File: src/rtl/jtopl_timer_regs.sv
// CPU port decoder for the OPL timer pair: register select, timer controls, status reads, write-busy window.
// Latency: outputs update 1 clk after the write edge; no backpressure, busy is advisory only.
module jtopl_timer_regs #(
  parameter int ADDR_WAIT = 12,
  parameter int DATA_WAIT = 84,
  parameter int CW        = 7
) (
  input  logic       clk,
  input  logic       rst_n,
  input  logic       cen,
  input  logic       cs_n,
  input  logic       wr_n,
  input  logic       rd_n,
  input  logic       addr,
  input  logic [7:0] din,
  output logic [7:0] dout,
  output logic       busy,
  output logic       reg_wr,
  output logic [7:0] reg_sel,
  output logic [7:0] reg_dout,
  output logic [7:0] value_A,
  output logic [7:0] value_B,
  output logic       load_A,
  output logic       load_B,
  output logic       flagen_A,
  output logic       flagen_B,
  output logic       clr_flag_A,
  output logic       clr_flag_B,
  input  logic       flag_A,
  input  logic       flag_B,
  input  logic       irq_n
);

  logic          wr_act;
  logic          wr_act_l;
  logic          wr_edge;
  logic          rd_act;
  logic [CW-1:0] busy_cnt;

  assign wr_act  = ~cs_n & ~wr_n;
  assign wr_edge = wr_act & ~wr_act_l;
  assign rd_act  = ~cs_n & ~rd_n & wr_n;
  assign busy    = (busy_cnt != '0);

  // Resetting to 1 means a write still held across reset release is not an edge.
  always_ff @(posedge clk or negedge rst_n) begin
    if (!rst_n) wr_act_l <= 1'b1;
    else        wr_act_l <= wr_act;
  end

  always_ff @(posedge clk or negedge rst_n) begin
    if (!rst_n) begin
      busy_cnt <= '0;
    end else if (wr_edge) begin
      busy_cnt <= addr ? CW'(DATA_WAIT) : CW'(ADDR_WAIT);
    end else if (cen && busy) begin
      busy_cnt <= busy_cnt - 1'b1;
    end
  end

  always_ff @(posedge clk or negedge rst_n) begin
    if (!rst_n) begin
      reg_sel    <= 8'h00;
      reg_dout   <= 8'h00;
      reg_wr     <= 1'b0;
      value_A    <= 8'h00;
      value_B    <= 8'h00;
      load_A     <= 1'b0;
      load_B     <= 1'b0;
      flagen_A   <= 1'b1;
      flagen_B   <= 1'b1;
      clr_flag_A <= 1'b0;
      clr_flag_B <= 1'b0;
    end else begin
      reg_wr     <= 1'b0;
      clr_flag_A <= 1'b0;
      clr_flag_B <= 1'b0;
      if (wr_edge) begin
        if (!addr) begin
          reg_sel <= din;
        end else begin
          reg_dout <= din;
          reg_wr   <= 1'b1;
          case (reg_sel)
            8'h02: value_A <= din;
            8'h03: value_B <= din;
            8'h04: begin
              // Bit 7 is a pure flag-reset command; it leaves loads and masks alone.
              if (din[7]) begin
                clr_flag_A <= 1'b1;
                clr_flag_B <= 1'b1;
              end else begin
                load_A   <= din[0];
                load_B   <= din[1];
                flagen_A <= ~din[6];
                flagen_B <= ~din[5];
              end
            end
            default: ;
          endcase
        end
      end
    end
  end

  always_ff @(posedge clk or negedge rst_n) begin
    if (!rst_n)      dout <= 8'h00;
    else if (rd_act) dout <= addr ? 8'h00 : {~irq_n, flag_A, flag_B, 5'b0};
  end

endmodule

File: config.mk
export PLATFORM = sky130hd
export DESIGN_NAME = jtopl_timer_regs
export DESIGN_NICKNAME = d
export VERILOG_FILES = /design/src/rtl/jtopl_timer_regs.sv
export SDC_FILE = /design/constraint.sdc
export NUM_CORES = 1
export LEC_CHECK = 0
export CAP_MARGIN = 10
export CORE_MARGIN = 5
export CORE_UTILIZATION = 30
export CTS_BUF_LIST = sky130_fd_sc_hd__clkbuf_4 sky130_fd_sc_hd__clkbuf_8 sky130_fd_sc_hd__clkbuf_16
export CTS_CLUSTER_DIAMETER = 150
export DETAILED_ROUTE_END_ITERATION = 6
export SYNTH_ARGS = -nofsm -noshare
export SYNTH_HDL_FRONTEND = slang
export SYNTH_SLANG_ARGS = --single-unit
File: constraint.sdc
create_clock -name clk -period 1.95 [get_ports clk]
set_input_delay 0.39 -clock clk [delete_from_list [all_inputs] [get_ports clk]]
set_output_delay 0.39 -clock clk [all_outputs]
set_load 0.01 [all_outputs]
==> results, run 1 <==
- The path type of the worst setup path is in2reg.
- The HPWL after detailed placement is 3720 um.
- The reported max-cap violation count is 0.
- Cells with a size suffix above 1 make up 33.3% of the layout.
- The commonest non-fill, non-tap cell in the layout is clkdlybuf4s50_1.
- Summed over all layers, the global routing overflow is 0.
- The vertical die dimension is 94.0 um.
- The number of failing hold endpoints at the final stage is 0.
- The required time of the worst setup path is 2.15 ns.
- The final worst-path cycle share is 94.6%.
- For this run, the detailed router's first-pass iteration total came to 4.
- The via count is 1529.
- Between clock sinks in the finished design, the worst skew comes to 0.0110 ns.
- The master cell of the clock root buffer is clkbuf_8.
- The pre-CTS worst setup slack is -0.244 ns.
- The core region is 6830 um^2.
- The area of the die is 8840 um^2.
- The flow ran to the end, and the final reports show no timing, DRC or antenna violations.
- After synthesis, the mean cell area works out to 13.7 um^2.
- The number of placed instances, taps included, is 326.
- Leaving out fill and tap cells, the most frequent cells in the layout are 58 x clkdlybuf4s50_1, 46 x dfrtp_1, 35 x mux2_2.
- The total count of max-transition violations in the final report is 0.
- After detailed routing, the total wire length is 5040 um.
- The count of routing violations after the opening detailed-route iteration is 42.
- After detailed routing, the number of remaining DRC violations is 0.
- The worst setup path is captured at a flip-flop.
- Setup violations remaining at the end of the flow were counted as 0.
- The first global-routing pass estimated 8200 um of wire.
- No sink is reached through more buffers than the 2 on the longest clock path.
- After clock tree synthesis, the clock-pin slew on the worst setup and hold paths is 0.10 ns.
- The number of register bits inferred by synthesis is 49.
- The starting utilization of the core area is 31.0%.
- The number of antenna repair diodes is 0.
- The H-tree generated during clock tree synthesis spans 2 levels.
- In the synthesized netlist the dominant register cell turns out to be dfrtp_1.
- The largest fanout of any net on the critical path is 5.
- The number of standard cells in the final layout excluding fillers is 336.
- The initialized floorplan defines 30 standard-cell rows.
- The count of flip-flops with a built-in enable after synthesis is 0.
- The multi-input combinational cell area is 830 um^2.
- The fraction of the yosys area taken by sequential cells is 58.1%.
- CTS saw 49 sinks.
- The die is 94.0 um wide.
- The number of antenna violations at the first check in global routing is 0.
- The count of nets left with antenna violations once routing finished came out at 0.
- 66 I/O pins were placed.
- After synthesis, the share of flip-flops with an asynchronous set or reset is 100%.
- Synthesis handed over a netlist of 154 instances.
- The leakage power of the design is 1.39 nW.
- The number of global-route vias before repair is 1650.
- The worst path meets setup with 0.105 ns of slack.
- The congestion estimate from routability-driven global placement came to 0.764.
- The overall global routing resource usage is 12.0%.
- The maximum VDD drop is 0.478 mV.
- The routed design could run at a clock period as short as 1.85 ns.
- For this run, the number of Yosys warnings is 0.
- The worst min-delay path category is in2async.
- The largest net degree at the start of global routing is 27.
- The sort of element at the start of the critical path is a primary input.
- For this run, the post-layout net count is 259.
- Based on the critical path, the design can be clocked at up to 542 MHz.
- In this run the tool buffered the top-level ports with 60 buffer cells.
- For the worst-skew pair, the clock arrives at the later sink with an insertion delay of 0.31 ns.
- The fill cell total of the finished layout is 649.
- In this run the power density over the cells is 897 nW/um^2.
- The mapped cell area is 2120 um^2.
- TritonCTS built the clock tree.
- At the worst endpoint, the arrival time is 2.05 ns.
- Setup repair after global routing left no endpoint under its margin.
- Dividing the detail-routed wire length by the instance count gives 15.0 um.
- After detailed routing, the number of vias per cell comes to 4.55.
- The area growth from synthesis to layout is 46.3%.
- The netlist uses 37 different library cells.
- The number of CTS-inserted buffers is 5.
- Registers take 1230 um^2.
[worst max-delay path, cell delays in order]
cell,delay (ns)
clkdlybuf4s50_1,0.47
nor4b_4,0.28
buf_4,0.17
and4b_1,0.26
buf_4,0.15
mux2_2,0.32
[logic make-up (layout without fill, tap and decap cells)]
logic type	after synthesis	after routing	synth area share, %
muxes	39	39	20.5
other	1	5	0.177
AOI/OAI and AO/OA	13	13	4.08
DFF	49	49	58.1
adders and majority gates	2	2	1.18
buffers and inverters	15	97	3.96
and+or+nand+nor	35	35	12.0
[cells in the mapped netlist (2+ instances only)]
cell | count | area share [%]
inv_1 | 6 | 1.1
or3_1 | 2 | 0.59
nor4_1 | 3 | 0.89
a31oi_1 | 3 | 0.89
dfstp_2 | 3 | 3.7
mux2i_1 | 4 | 1.9
mux2_2 | 35 | 19
nand3b_1 | 2 | 0.71
nand4_1 | 2 | 0.59
buf_4 | 7 | 2.5
nor2_1 | 4 | 0.71
dfrtp_1 | 46 | 54
o21ai_0 | 4 | 0.95
nand2_1 | 6 | 1.1
nor3b_1 | 3 | 1.1
a211oi_1 | 2 | 0.71
ha_1 | 2 | 1.2
[state kept, by name, summed over array words and instances (netlist names), 3 cells and up]
signal    cells
busy_cnt      7
reg_sel       8
dout          3
value_B       8
reg_dout      8
value_A       8
[routing by layer]
layer | global-route usage (%) | wire length [um]
met5 | 0 | 0
met4 | 3.61 | 43
met3 | 5.53 | 419
met2 | 19.5 | 2450
met1 | 14.3 | 2130
[repair_timing]
action,CTS,global route
endpoints found under the hold margin,3,0
resized for setup,6,1
hold buffers,1,0
endpoints found under the setup margin,1,1
gates cloned,0,0
buffers inserted,1,0
[layout make-up]
class                      count  area share, %
clock buffer                   5           2.22
clock inverter                 3           1.54
inverter                       6          0.727
multi-input combinational     94           26.8
sequential                    49           39.7
tap                           96           3.88
timing repair buffer          83           25.1
[worst paths after layout]
check / to / depth (start not counted) / slack [ns] / startpoint
setup reg to reg: value_B[3]$_DFFE_PN0P_ / 4 / 0.21 / reg_sel[5]$_DFFE_PN0P_
max in group asynchronous: wr_act_l$_DFF_PN1_ / 3 / 0.94 / rst_n
min in group clk: flagen_B$_DFFE_PN1P_ / 2 / 0.48 / flagen_B$_DFFE_PN1P_
hold reg to reg: flagen_B$_DFFE_PN1P_ / 2 / 0.48 / flagen_B$_DFFE_PN1P_
setup / recovery: value_B[3]$_DFFE_PN0P_ / 6 / 0.10 / wr_n
hold / removal: reg_dout[3]$_DFFE_PN0P_ / 2 / 0.41 / rst_n
[metrics by stage]
stage                     hold WS (ns)  utilization [%]  TNS [ns]  cell area, um^2  power [mW]
after global placement           0.204             43.3     -4.03             2960        2.00
after floorplan                 0.0944                -         0             2130        1.62
after CTS                        0.390             45.4         0             3100        2.82
after global routing             0.398             45.3         0             3100        2.95
final                            0.410             45.3         0             3100        2.78
after detailed placement         0.203             43.3     -4.57             2960        2.02
[power breakdown]
| group | internal [mW] | total, mW | switching [mW] |
|---|---|---|---|
| sequential | 1.17 | 1.31 | 0.134 |
| clock | 0.392 | 0.761 | 0.369 |
| combinational | 0.423 | 0.711 | 0.287 |
Power figures use the tool's default switching activity.
==> run 2, diff against run 1 <==
--- a/config.mk
+++ b/config.mk
@@ -11,6 +11,7 @@
 export CTS_BUF_LIST = sky130_fd_sc_hd__clkbuf_4 sky130_fd_sc_hd__clkbuf_8 sky130_fd_sc_hd__clkbuf_16
 export CTS_CLUSTER_DIAMETER = 150
 export DETAILED_ROUTE_END_ITERATION = 6
+export GPL_ROUTABILITY_DRIVEN = 0
 export SYNTH_ARGS = -nofsm -noshare
 export SYNTH_HDL_FRONTEND = slang
 export SYNTH_SLANG_ARGS = --single-unit
==> results of run 2 <==
The final DEF is identical to that of run 1; final timing and power are the same.
==> run 3, diff against run 2 <==
==> constraint.sdc (replaced) <==
create_clock -name clk -period 1.95 [get_ports clk]
set_input_delay 0.2925 -clock clk [delete_from_list [all_inputs] [get_ports clk]]
set_output_delay 0.2925 -clock clk [all_outputs]
set_load 0.01 [all_outputs]
==> results, run 3 (synthesis gave the netlist of run 1 again) <==
- The count of H-tree levels built during CTS is 2 (unchanged).
- The slowest library cell on the worst path was dfrtp_1 (was clkdlybuf4s50_1).
- The worst min-delay path category was reg2reg (was in2async).
- Unrepaired setup endpoints after global routing: no (unchanged).
- The final worst-path cycle share was 92.7% (was 94.6%).
- The reported max-cap violation count is 0 (unchanged).
- The core outline area is 6830 um^2 (unchanged).
- The total congestion overflow is 0 (unchanged).
- The number of vias per cell after detailed routing is 4.60 (was 4.55).
- The die boundary width was 94.0 um (unchanged).
- The number of antenna violations at the first check in global routing is 0 (unchanged).
- The number of top-level pins is 66 (unchanged).
- The total wire length after detailed routing is 5090 um (was 5040 um).
- The time the final worst path needs with I/O delays and setup is 1.81 ns (was 1.85 ns).
- The count of routing violations after the opening detailed-route iteration was 29 (was 42).
- The largest incremental delay on the critical path is 0.38 ns (was 0.47 ns).
- The number of global-route vias before repair came to 1584 (was 1650).
- The total count of max-transition violations in the final report is 0 (unchanged).
- The total setup violations reported at the end of the flow is 0 (unchanged).
- The master cell of the clock root buffer is clkbuf_8 (unchanged).
- The HPWL after detailed placement is 3730 um (was 3720 um).
- The number of CTS-inserted buffers is 5 (unchanged).
- The clock tree skew after final layout is 0.00449 ns (was 0.0110 ns).
- The number of failing hold endpoints at the final stage is 0 (unchanged).
- The maximum VDD drop came to 0.485 mV (was 0.478 mV).
- The sum of internal, switching and leakage power is 2.60 mW (was 2.78 mW).
- The total power density per cell area is 849 nW/um^2 (was 897 nW/um^2).
- The internal power component came to 1.85 mW (was 1.99 mW).
- The number of core rows is 30 (unchanged).
- The switching power is 0.747 mW (was 0.791 mW).
- The per-cell routed wire length is 15.2 um (was 15.0 um).
- The path type of the worst setup path is reg2out (was in2reg).
- The launch point of the worst reg-to-reg path is reg_sel[5]$_DFFE_PN0P_ (unchanged).
- The layout net count is 257 (was 259).
- The number of buffers and inverters on the critical path is 2 (was 3).
- The number of antenna repair diodes is 0 (unchanged).
- The largest fanout of any net on the critical path is 3 (was 5).
- The endpoint type of the worst setup path was an output pin (was flip-flop).
- The part of the power in the clock network was 22.8% (was 27.4%).
- The starting utilization of the core area was 31.0% (unchanged).
- Crit path cell chain: inv_1 > ha_2 > nor4b_4 > nand2_1 > clkdlybuf4s15_1 (was clkdlybuf4s50_1 > nor4b_4 > buf_4 > and4b_1 > buf_4 > mux2_2).
- The vertical die dimension is 94.0 um (unchanged).
- The sort of element at the start of the critical path is a flip-flop (was primary input).
- The commonest non-fill, non-tap cell in the layout is clkdlybuf4s50_1 (unchanged).
- The number of buffers on the longest clock path was 2 (unchanged).
- The top cell family by delay on the critical path is flip-flops (was buffers and inverters).
- The number of detailed-routing iterations run before antenna repair came to 4 (unchanged).
- The remaining routing DRC violations was 0 (unchanged).
- The share of final-layout standard cells stronger than drive strength 1 was 31.9% (was 33.3%).
- The clock network latency to the later pin of the worst-skew pair is 0.30 ns (was 0.31 ns).
- The clock tree from TritonCTS is done (unchanged).
- The largest net degree at the start of global routing was 30 (was 27).
- The number of nets still failing antenna checks after routing is 0 (unchanged).
- The maximum operating frequency is 553 MHz (was 542 MHz).
- The critical path launch point is busy_cnt[1]$_DFFE_PN0P_ (was wr_n).
- The number of buffers added on ports is 60 (unchanged).
- The leakage power of the design is 1.37 nW (was 1.39 nW).
- The number of buffers inserted to repair setup after CTS is 0 (was 1).
- The required time of the worst setup path is 1.66 ns (was 2.15 ns).
- For the pin with the worst max-slew slack, the measured transition is 0.512 ns.
- The combinational fraction of design power is 26.8% (was 25.6%).
- The core occupancy in the finished layout is 44.7% (was 45.3%).
- The worst hold path begins at flagen_A$_DFFE_PN1P_.
- The area of the die is 8840 um^2 (unchanged).
- The wire length of the first global-routing pass is 8190 um (was 8200 um).
- The relative area change from synthesis to final layout is 44.4% (was 46.3%).
- The overall global routing resource usage is 12.0% (about the same).
- Highest-count cells in the layout ignoring fill and taps: 58 x clkdlybuf4s50_1, 46 x dfrtp_1, 35 x mux2_2 (unchanged).
- The clock slew at the register clock pins of the worst setup and hold paths is 0.09 ns (was 0.10 ns).
- The data arrival time of the critical path is 1.52 ns (was 2.05 ns).
- Headroom to the max-slew limit came out at 65.9%.
- The switching power as a share of total power is 28.8% (was 28.5%).
- The via count is 1535 (was 1529).
- The total number of clock tree sinks is 49 (unchanged).
- The sequential power share was 50.3% (was 47.0%).
- Status: completed (unchanged).
## run 3: cell types whose count changed in the layout (fill, tap and decap cells not counted), sizes merged
| cell | delta |
|---|---|
| bufinv | -1 |
| clkdlybuf4s15 | +1 |
| clkinv | +2 |
| buf | -2 |
| inv | -2 |
## run 3: path summary, 6_finish.rpt
kind                                          end  slack (ns)  cells after the start
hold reg to reg              flagen_A$_DFFE_PN1P_        0.48                      2
hold / removal               flagen_A$_DFFE_PN1P_        0.48                      2
setup / recovery                             busy        0.14                      5
max in group asynchronous      wr_act_l$_DFF_PN1_        0.85                      3
setup reg to reg           value_A[7]$_DFFE_PN0P_        0.20                      5
min in group asynchronous  value_B[4]$_DFFE_PN0P_        0.50                      2
## run 3: power by group through the flow
| stage | logic (mW) | clock network (mW) | registers (mW) |
|---|---|---|---|
| final | 0.697 | 0.592 | 1.31 |
| after floorplan | 0.271 | 0 | 1.34 |
| after global placement | 0.687 | 0 | 1.31 |
| after CTS | 0.704 | 0.612 | 1.31 |
| after detailed placement | 0.693 | 0 | 1.32 |
| after global routing | 0.762 | 0.656 | 1.33 |
## run 3: final cells by class
cell class | count | area [um^2]
Multi-Input combinational cell | 94 | 830
Clock buffer | 6 | 76.3
Tap cell | 96 | 120
Clock inverter | 2 | 10.0
Timing Repair Buffer | 81 | 768
Fill cell | 654 | 3770
Sequential cell | 49 | 1230
Inverter | 6 | 22.5
## run 3: per-layer routing
layer | vias up | global-route usage (%) | routed length (um)
met1 | 770 | 14.4 | 2180
met2 | 49 | 19.6 | 2470
li1 | 709 | - | -
met5 | - | 0 | 0
met3 | 7 | 5.29 | 395
met4 | 0 | 2.89 | 38
## run 3: worst reg2reg max path: cells and delay by family (launching register included)
family / cells / cell delay, ns
AND/OR/NAND/NOR: 2 / 0.55
buffers and inverters: 2 / 0.41
flip-flops: 1 / 0.41
multiplexers: 1 / 0.28
## run 3: what timing repair did
action                                 in CTS  in global routing
endpoints found under the hold margin      18                  0
hold buffers                                1                  0
setup endpoints to repair                   1                  1
resized for setup                           2                  3
## run 3: metrics by stage
| step | TNS [ns] | std cells | cell area, um^2 | setup WS, ns | hold WS, ns |
|---|---|---|---|---|---|
| 6_report | 0 | 334 | 3060 | 0.141 | 0.476 |
| 4_1_cts | 0 | 334 | 3050 | 0.0422 | 0.479 |
| 3_5_place_dp | -1.67 | 325 | 2950 | -0.136 | 0.294 |
| 2_1_floorplan | 0 | 158 | 2130 | 0.225 | -0.00309 |
| 3_3_place_gp | -1.38 | 325 | 2950 | -0.109 | 0.296 |
| 5_1_grt | 0 | 334 | 3060 | 0.0196 | 0.495 |
